File: src/rtl/otn_frame_pkg.sv
// Shared constants, state encoding and the bit-serial CRC-8 step used by the
// OTN-style frame receiver and the sender's mapper.
package otn_frame_pkg;

  localparam logic [15:0] FAS_DEFAULT = 16'hF628;
  localparam logic [7:0]  CRC8_POLY   = 8'h07;
  localparam logic [7:0]  CRC8_INIT   = 8'h00;

  typedef enum logic [2:0] {
    HUNT  = 3'd0,
    RECV  = 3'd1,
    CHECK = 3'd2,
    DRAIN = 3'd3,
    ACK   = 3'd4
  } rx_state_e;

  // One MSB-first CRC-8 update for a single line bit (no reflection).
  function automatic logic [7:0] crc8_step(input logic [7:0] crc, input logic bit_in);
    logic fb;
    fb = crc[7] ^ bit_in;
    return {crc[6:0], 1'b0} ^ (fb ? CRC8_POLY : 8'h00);
  endfunction

endpackage

File: src/rtl/crc8_serial.sv
// Bit-serial CRC-8 (poly 0x07, init 0x00, no reflection, no final XOR).
// clr has priority over bit_en so a new frame always starts from the seed.
module crc8_serial
  import otn_frame_pkg::*;
(
  input  logic       clk,
  input  logic       rst,
  input  logic       clr,
  input  logic       bit_en,
  input  logic       bit_in,
  output logic [7:0] crc
);

  logic [7:0] crc_d, crc_q;

  // Next CRC: reseed, fold in one bit, or hold.
  always_comb begin
    // NOTE: every always_comb output gets a default first so no path infers a latch.
    crc_d = crc_q;
    if (clr) begin
      crc_d = CRC8_INIT;
    end else if (bit_en) begin
      crc_d = crc8_step(crc_q, bit_in);
    end
  end

  // CRC register with synchronous reset.
  always_ff @(posedge clk) begin
    // NOTE: sequential state uses non-blocking assignments so all flops update together.
    if (rst) crc_q <= CRC8_INIT;
    else     crc_q <= crc_d;
  end

  assign crc = crc_q;

endmodule

File: src/rtl/otn_frame_rx.sv
// OTN-style line receiver: hunts for FAS, buffers PYLD_LEN payload bytes,
// checks the trailing CRC-8, drains good payload downstream and returns the
// ARQ acknowledge to the sender.
module otn_frame_rx
  import otn_frame_pkg::*;
#(
  parameter int          PYLD_LEN = 4,
  parameter int          ACK_LEN  = 16,
  parameter logic [15:0] FAS_WORD = FAS_DEFAULT
) (
  input  logic       i_clk,
  input  logic       i_rst,
  input  logic       i_otn_data,
  input  logic       i_otn_data_en,
  input  logic       i_arq_en,
  output logic [7:0] o_pyld_data,
  output logic       o_pyld_data_valid,
  input  logic       i_pyld_data_ready,
  output logic       o_pyld_last,
  output logic       o_otn_tx_ack,
  output logic       o_frame_ok,
  output logic       o_frame_err,
  output logic       o_sync
);

  localparam int               IDX_W      = (PYLD_LEN > 1) ? $clog2(PYLD_LEN) : 1;
  localparam int               ACK_W      = $clog2(ACK_LEN + 1);
  localparam logic [7:0]       PYLD_LEN_B = 8'(PYLD_LEN);
  localparam logic [7:0]       LAST_IDX   = 8'(PYLD_LEN - 1);
  localparam logic [ACK_W-1:0] ACK_LAST   = ACK_W'(ACK_LEN - 1);

  rx_state_e        state_d, state_q;
  logic [15:0]      shreg_d, shreg_q;
  logic [2:0]       bit_cnt_d, bit_cnt_q;
  logic [7:0]       byte_cnt_d, byte_cnt_q;
  logic [7:0]       byte_sr_d, byte_sr_q;
  logic [7:0]       rx_crc_d, rx_crc_q;
  logic [7:0]       rd_ptr_d, rd_ptr_q;
  logic [ACK_W-1:0] ack_cnt_d, ack_cnt_q;
  logic [7:0]       pyld_data_d, pyld_data_q;
  logic             pyld_valid_d, pyld_valid_q;
  logic             pyld_last_d, pyld_last_q;
  logic             ack_d, ack_q;
  logic             frame_ok_d, frame_ok_q;
  logic             frame_err_d, frame_err_q;
  logic             sync_d, sync_q;

  logic [7:0]       pyld_buf [PYLD_LEN];
  logic             buf_we;
  logic [IDX_W-1:0] buf_waddr;

  logic             crc_clr, crc_en;
  logic [7:0]       crc;

  crc8_serial u_crc (
    .clk    (i_clk),
    .rst    (i_rst),
    .clr    (crc_clr),
    .bit_en (crc_en),
    .bit_in (i_otn_data),
    .crc    (crc)
  );

  assign buf_waddr = byte_cnt_q[IDX_W-1:0];

  // Frame FSM next-state and registered-output logic.
  always_comb begin
    state_d      = state_q;
    shreg_d      = shreg_q;
    bit_cnt_d    = bit_cnt_q;
    byte_cnt_d   = byte_cnt_q;
    byte_sr_d    = byte_sr_q;
    rx_crc_d     = rx_crc_q;
    rd_ptr_d     = rd_ptr_q;
    ack_cnt_d    = ack_cnt_q;
    pyld_data_d  = pyld_data_q;
    pyld_valid_d = pyld_valid_q;
    pyld_last_d  = pyld_last_q;
    ack_d        = ack_q;
    frame_ok_d   = 1'b0;
    frame_err_d  = 1'b0;
    buf_we       = 1'b0;
    crc_clr      = 1'b0;
    crc_en       = 1'b0;

    unique case (state_q)
      HUNT: begin
        crc_clr    = 1'b1;
        bit_cnt_d  = 3'd0;
        byte_cnt_d = 8'd0;
        if (i_otn_data_en) begin
          shreg_d = {shreg_q[14:0], i_otn_data};
          if (shreg_d == FAS_WORD) state_d = RECV;
        end
      end

      RECV: begin
        if (i_otn_data_en) begin
          byte_sr_d = {byte_sr_q[6:0], i_otn_data};
          bit_cnt_d = bit_cnt_q + 3'd1;
          crc_en    = (byte_cnt_q < PYLD_LEN_B);
          if (bit_cnt_q == 3'd7) begin
            if (byte_cnt_q < PYLD_LEN_B) begin
              buf_we     = 1'b1;
              byte_cnt_d = byte_cnt_q + 8'd1;
            end else begin
              rx_crc_d = byte_sr_d;
              state_d  = CHECK;
            end
          end
        end
      end

      CHECK: begin
        frame_ok_d  = (crc == rx_crc_q);
        frame_err_d = (crc != rx_crc_q);
        if ((crc == rx_crc_q) || !i_arq_en) begin
          state_d      = DRAIN;
          rd_ptr_d     = 8'd0;
          pyld_valid_d = 1'b1;
          pyld_data_d  = pyld_buf[0];
          pyld_last_d  = (LAST_IDX == 8'd0);
        end else begin
          state_d = HUNT;
        end
      end

      DRAIN: begin
        if (i_pyld_data_ready) begin
          rd_ptr_d = rd_ptr_q + 8'd1;
          if (rd_ptr_q == LAST_IDX) begin
            pyld_valid_d = 1'b0;
            pyld_last_d  = 1'b0;
            if (i_arq_en) begin
              state_d   = ACK;
              ack_d     = 1'b1;
              ack_cnt_d = '0;
            end else begin
              state_d = HUNT;
            end
          end else begin
            pyld_data_d = pyld_buf[rd_ptr_d[IDX_W-1:0]];
            pyld_last_d = (rd_ptr_d == LAST_IDX);
          end
        end
      end

      ACK: begin
        ack_cnt_d = ack_cnt_q + 1'b1;
        if (ack_cnt_q == ACK_LAST) begin
          ack_d   = 1'b0;
          state_d = HUNT;
          shreg_d = 16'hFFFF;
        end
      end

      default: state_d = HUNT;
    endcase

    sync_d = (state_d == RECV);
  end

  // State, counters and registered outputs; reset drops any partial frame.
  always_ff @(posedge i_clk) begin
    if (i_rst) begin
      state_q      <= HUNT;
      shreg_q      <= 16'hFFFF;
      bit_cnt_q    <= 3'd0;
      byte_cnt_q   <= 8'd0;
      byte_sr_q    <= 8'd0;
      rx_crc_q     <= 8'd0;
      rd_ptr_q     <= 8'd0;
      ack_cnt_q    <= '0;
      pyld_data_q  <= 8'd0;
      pyld_valid_q <= 1'b0;
      pyld_last_q  <= 1'b0;
      ack_q        <= 1'b0;
      frame_ok_q   <= 1'b0;
      frame_err_q  <= 1'b0;
      sync_q       <= 1'b0;
    end else begin
      state_q      <= state_d;
      shreg_q      <= shreg_d;
      bit_cnt_q    <= bit_cnt_d;
      byte_cnt_q   <= byte_cnt_d;
      byte_sr_q    <= byte_sr_d;
      rx_crc_q     <= rx_crc_d;
      rd_ptr_q     <= rd_ptr_d;
      ack_cnt_q    <= ack_cnt_d;
      pyld_data_q  <= pyld_data_d;
      pyld_valid_q <= pyld_valid_d;
      pyld_last_q  <= pyld_last_d;
      ack_q        <= ack_d;
      frame_ok_q   <= frame_ok_d;
      frame_err_q  <= frame_err_d;
      sync_q       <= sync_d;
    end
  end

  // Payload buffer write port.
  always_ff @(posedge i_clk) begin
    // NOTE: the buffer has no reset; every entry is rewritten before it can be drained.
    if (buf_we) pyld_buf[buf_waddr] <= byte_sr_d;
  end

  assign o_pyld_data       = pyld_data_q;
  assign o_pyld_data_valid = pyld_valid_q;
  assign o_pyld_last       = pyld_last_q;
  assign o_otn_tx_ack      = ack_q;
  assign o_frame_ok        = frame_ok_q;
  assign o_frame_err       = frame_err_q;
  assign o_sync            = sync_q;

endmodule

File: config.mk
export PLATFORM = sky130hd
export DESIGN_NAME = otn_frame_rx
export DESIGN_NICKNAME = d
export VERILOG_FILES = /design/src/rtl/otn_frame_pkg.sv /design/src/rtl/crc8_serial.sv /design/src/rtl/otn_frame_rx.sv
export SDC_FILE = /design/constraint.sdc
export NUM_CORES = 1
export LEC_CHECK = 0
export BUFFER_PORTS_ARGS = -buffer_cell sky130_fd_sc_hd__buf_2
export CAP_MARGIN = 20
export CORE_MARGIN = 10
export CORE_UTILIZATION = 45
export DETAILED_ROUTE_END_ITERATION = 8
export GPL_ROUTABILITY_DRIVEN = 0
export PLACE_DENSITY = 0.72
export SLEW_MARGIN = 30
export SYNTH_ARGS = -nofsm -noshare
export SYNTH_HDL_FRONTEND = slang
export SYNTH_SLANG_ARGS = --single-unit
File: constraint.sdc
create_clock -name i_clk -period 3.4 [get_ports i_clk]
set_clock_uncertainty 0.1 [all_clocks]
set_input_delay 0.51 -clock i_clk [delete_from_list [all_inputs] [get_ports i_clk]]
set_output_delay 0.51 -clock i_clk [all_outputs]
set_load 0.02 [all_outputs]
==> results.yml, run 1 <==
run_status:
  status: "complete, no violations"
min_path:
  holdCritStartpoint: "byte_cnt_q[5]$_SDFFE_PP0P_"
  min_path_cells: 1
  min-delay-path-class: "reg -> reg"
detailed_routing:
  drc: 0
  dr.pass1.iters: 6
  first_iter_violations: 394
  ant_nets: 0
  finalWirelength_um: 9640
  wire_per_inst_um: 15.4
  vias_per_cell: 5.37
  num_vias: 3359
logic_synthesis:
  synth_nets: 489
  synthArstFlopShare_pct: 0
  synth_area_per_cell_um2: 10.4
  synthesis.area_um2: 4910
  yosys_warnings: 0
  ys_ff_latch: 112
  synth_seq_area_share_pct: 52.2
  synthFlopType: "dfxtp_1"
  synthCells: 473
  synth_edf_count: 32
  ys_types: 67
clocking:
  clkSinkCount: 112
  cts.clk_slew.worst_paths_ns: 0.10
  cts-resized-gates: 0
  cts.path.max_buffers: 2
  hold_buffers: 0
  numCtsBuffers: 9
  h-tree-depth: 3
  cts_tree: "done"
  post-cts-setup-buffer-count: 0
  cts_root_buf: "clkbuf_8"
  insertion_delay_ns: 0.38
pwr:
  peakVddDrop_v: 0.000223
  power.density_nw_per_um2: 421
  leakagePower_nw: 1.90
die:
  coreArea_um2: 10700
  dieWidth_um: 124
  initial_utilization_pct: 45.7
  ios: 20
  die_height_um: 124
  dieArea_um2: 15500
  rows: 38
job:
  drv_cap: 0
setup_path:
  crit_path_max_incr_delay_ns: 0.61
  r2r_cells: 4
  path_max_fanout: 11
  crit_arrival_ns: 2.58
  critical_path.cell_chain: "nor3b_4 -> nand2_1 -> nor2_1 -> and3_1"
  path_delay_family: "simple AND/OR/NAND/NOR gates"
  r2r_end: "pyld_buf[0][4]$_DFFE_PP_"
  startpoint_type: "flip-flop"
  worst-setup-path-type: "reg -> reg"
  worst_r2r_startpoint: "state_q[0]$_SDFF_PP0_"
  critPathCapture: "pyld_buf[0][4]$_DFFE_PP_"
  startpoint: "state_q[0]$_SDFF_PP0_"
  rrSetupSlack_ns: 0.76
  crit_cells: 4
  cpMaxStageDelayCell: "nor2_1"
  path_buf_inv: 0
  required_ns: 3.35
  worst_setup_path_end_kind: "flip-flop"
cells_and_area:
  drive_gt1_share_pct: 14.8
  mostFrequentLayoutCells: "dfxtp_1, nand2_1, nor2_1"
  final_common_cell: "dfxtp_1"
  n_antenna_cell: 0
  final_nets: 497
  syn_to_final_growth_pct: 7.24
  design_area_um2: 5270
sta:
  hold_viol_final: 0
  setup_viol: 0
  max_slew.worst_pin.slew_ns: 0.879
  rsz0062_at_grt: "no"
  fin_crit_ns: 2.64
  post-route-period-util_pct: 77.5
  tns_ns: 0
  slew_violations: 0
  relSlewSlack_pct: 41.2
  fin_ws_ns: 0.763
  fmax_mhz: 379
global_route:
  overflow: 0
  grt_max_degree: 37
  antenna_found_initial: 0
  grt_pass1_vias: 3204
  grt_pass1_wl_um: 16200
  grtUsageTotal_pct: 12.3
place:
  hpwlAfterDp_um: 6940
  pre_cts_ws_ns: 0.781
  placed_cell_area_um2: 5060
  port_buffers: 19
[sequential cells by signal, summed over array words and instances, names as in the netlist, 3 cells and up]
register and cells:
state_q 3, o_pyld_data 8, rd_ptr_q 8, u_crc.crc 8, rx_crc_q 8, bit_cnt_q 3
ack_cnt_q 5, byte_cnt_q 8, pyld_buf 32, shreg_q 15, byte_sr_q 8
[area by class of cell]
class                   instances  area [µm²]
fillers                      1001        5480
flip-flops and latches        112        2560
multi-input cells             327        2180
well taps                     140         175
clock buffers                   9         124
repair buffers                 22         118
clock inverters                 7        77.6
inverters                       9        33.8
[cell usage after synthesis, types with 8 or more instances]
master	n	area (µm²)
nand3_1	11	55.1
xnor2_1	14	123
inv_1	8	30.0
buf_2	8	40.0
and2_1	16	100
o21ai_0	13	65.1
nor2_1	34	128
nand2_1	72	270
o22ai_1	15	93.8
dfxtp_1	80	1600
edfxtp_1	32	961
mux2i_1	26	260
a21oi_1	29	145
ha_1	10	125
clkbuf_1	12	45.0
[logic make-up after synthesis]
family | Yosys count | share of synthesized area (%)
flops | 112 | 52.2
fa+ha+maj | 10 | 2.55
xor+xnor | 18 | 3.52
mux | 28 | 5.83
compound gates | 96 | 14.0
simple gates | 175 | 18.3
buf+inv | 34 | 3.57
[layer usage]
| layer | share of wire [%] | up-vias | global-route usage (%) |
|---|---|---|---|
| met3 | 3.8 | 11 | 3.02 |
| li1 | - | 1699 | - |
| met5 | 0 | - | 0 |
| met2 | 47 | 74 | 19.8 |
| met4 | 1.1 | 0 | 3.43 |
| met1 | 48 | 1575 | 16.2 |
[worst register-to-register path, stage by stage (launching register included)]
cell and delay, ns:
dfxtp_1 0.51, nor3b_4 0.35, nand2_1 0.27, nor2_1 0.61, and3_1 0.48
[per-stage QoR]
step	hold WS, ns	instances	power [mW]	utilization [%]
6_report	0.369	626	2.22	49.0
5_1_grt	0.384	626	2.30	49.0
4_1_cts	0.373	626	2.23	49.0
3_5_place_dp	0.348	610	1.43	47.1
3_3_place_gp	0.346	610	1.43	47.1
2_1_floorplan	0.331	473	1.42	-
[worst min-delay path by stage]
stage / endpoint / slack, ns
after floorplan: byte_cnt_q[5]$_SDFFE_PP0P_ / 0.33
after global placement: byte_cnt_q[5]$_SDFFE_PP0P_ / 0.35
after detailed placement: byte_cnt_q[5]$_SDFFE_PP0P_ / 0.35
after CTS: byte_cnt_q[5]$_SDFFE_PP0P_ / 0.37
after global routing: shreg_q[0]$_SDFFE_PP1P_ / 0.38
final: byte_cnt_q[5]$_SDFFE_PP0P_ / 0.37
[report_power, final]
part / leakage (nW) / switching (mW) / internal (mW) / total (mW)
registers: 0.910 / 0.000995 / 1.36 / 1.37
clock network: 0.0986 / 0.466 / 0.351 / 0.816
logic: 0.895 / 0.0277 / 0.00914 / 0.0368
total: 1.90 / 0.494 / 1.72 / 2.22
Note: power is estimated with default switching activity, not from simulation.
==> inputs of run 2 (changes only) <==
- PLACE_DENSITY: 0.72 -> 0.75
- clock period: 3.4 -> 2.25 ns (I/O delays scaled with it)
==> run 2 against run 1 <==
Final cell count is 1.4% higher. Final area is 0.95% higher. Wire length is 0.12% lower. Clock-buffer cell count is 4 higher. Combinational power is 58% higher. Clock power is 35% higher. Die area stayed put. Global-route usage is 0.40 points higher. Worst hold slack worse by 0.16 ns. Non-clock buffer count is 9 higher. Register-to-register slack worse by 0.58 ns. Critical path depth stayed put.
==> results.yml, run 2 (same netlist as run 1, synthesis figures left out) <==
cells_and_area:
  largest_registers: "pyld_buf (32), shreg_q (15)"
  mostFrequentLayoutCells: "dfxtp_1, nand2_1, nor2_1"
  largest_reg_flops: 32
  top_register: "pyld_buf"
  syn_to_final_growth_pct: 8.25
  drive_gt1_share_pct: 16.0
  final_nets: 506
  n_antenna_cell: 0
  nFillCells: 1002
  final_common_cell: "dfxtp_1"
clocking:
  cts-resized-gates: 0
  post-cts-setup-buffer-count: 0
  cts_root_buf: "clkbuf_8"
  hold_buffers: 0
  h-tree-depth: 3
  numCtsBuffers: 9
  cts.path.max_buffers: 2
  insertion_delay_ns: 0.37
  cts.clk_slew.worst_paths_ns: 0.09
  clkSinkCount: 112
  cts_tree: "done"
setup_path:
  path_buf_inv: 0
  critical_path.cell_chain: "nor3b_4 -> nand2_1 -> nor2_1 -> and3_1"
  crit_arrival_ns: 1.97
  path_max_fanout: 9
  crit_path_max_incr_delay_ns: 0.52
  required_ns: 2.16
  worst_setup_path_end_kind: "flip-flop"
  startpoint_type: "flip-flop"
  path_delay_family: "simple AND/OR/NAND/NOR gates"
  worst-setup-path-type: "reg -> reg"
  cpMaxStageDelayCell: "dfxtp_1"
sta:
  fmax_mhz: 485
  fin_crit_ns: 2.06
  max_slew.worst_pin.slew_ns: 0.595
  post-route-period-util_pct: 91.7
  setup_viol: 0
  relSlewSlack_pct: 59.3
  tns_ns: 0
  slew_violations: 0
  rsz0062_at_grt: "no"
  fin_ws_ns: 0.187
  hold_viol_final: 0
die:
  die_height_um: 124
  coreArea_um2: 10700
  dieWidth_um: 124
  initial_utilization_pct: 45.7
  dieArea_um2: 15500
  rows: 38
  ios: 20
detailed_routing:
  drc: 0
  ant_nets: 0
  vias_per_cell: 5.40
  finalWirelength_um: 9630
  num_vias: 3426
  wire_per_inst_um: 15.2
  dr.pass1.iters: 5
  first_iter_violations: 313
global_route:
  grt_pass1_vias: 3438
  grt_max_degree: 26
  grtUsageTotal_pct: 12.7
  overflow: 0
  antenna_found_initial: 0
  grt_pass1_wl_um: 16800
job:
  drv_cap: 0
min_path:
  min-delay-path-class: "in -> reg"
run_status:
  status: "complete, no violations"
pwr:
  leakagePower_nw: 1.97
  power.density_nw_per_um2: 605
  peakVddDrop_v: 0.000285
place:
  hpwlAfterDp_um: 6870
  pre_cts_ws_ns: 0.0777
  port_buffers: 19
[run 2: cell count changes in the layout (fill, tap and decap cells not counted), sizes merged]
cell / before / now
buf: 22 / 31
clkbuf: 9 / 13
inv: 13 / 10
clkinv: 0 / 2
clkinvlp: 2 / 0
bufinv: 1 / 0
[run 2: layout make-up]
class                           instances  area, µm²  area share (%)
Tap cell                              140        175            3.29
Multi-Input combinational cell        327       2180            41.1
Timing Repair Buffer                   31        185            3.48
Clock buffer                           13        159            2.99
Clock inverter                          3       16.3           0.306
Sequential cell                       112       2560            48.2
Inverter                                9       33.8           0.635
[run 2: final timing paths]
path | start | to | slack, ns | cells after the start
max | state_q[0]$_SDFF_PP0_ | pyld_buf[3][3]$_DFFE_PP_ | 0.19 | 4
min | i_otn_data | shreg_q[0]$_SDFFE_PP1P_ | 0.21 | 3
max reg2reg | state_q[0]$_SDFF_PP0_ | pyld_buf[3][3]$_DFFE_PP_ | 0.19 | 4
min reg2reg | byte_cnt_q[6]$_SDFFE_PP0P_ | byte_cnt_q[6]$_SDFFE_PP0P_ | 0.37 | 1
[run 2: routing by layer]
layer  global-route usage (%)  share of wire (%)  vias to the layer above
met1                     15.8                 46                     1639
met3                     2.68                3.7                       16
met5                        0                  0                        -
met2                     20.8                 49                       54
li1                         -                  -                     1717
met4                     5.62                1.8                        0
[run 2: per-stage QoR]
step | utilization, % | total power, mW | hold slack [ns] | std cells | instance area (µm²)
floorplan | - | 2.15 | 0.331 | 473 | 4910
global placement | 47.7 | 2.16 | 0.344 | 619 | 5130
detailed placement | 47.7 | 2.17 | 0.348 | 619 | 5130
CTS | 49.4 | 3.25 | 0.194 | 635 | 5310
global route | 49.5 | 3.35 | 0.228 | 635 | 5320
finish | 49.5 | 3.22 | 0.211 | 635 | 5320
[run 2: where the power goes]
group          switching, mW  internal (mW)  total [mW]
sequential           0.00155           2.06        2.06
clock                  0.636          0.463        1.10
combinational         0.0434         0.0148      0.0582
total                  0.680           2.54        3.22
[run 2: tightest hold or removal path, stage by stage]
cell and delay, ns:
buf_2 0.16, o22ai_1 0.10, nand2_1 0.06
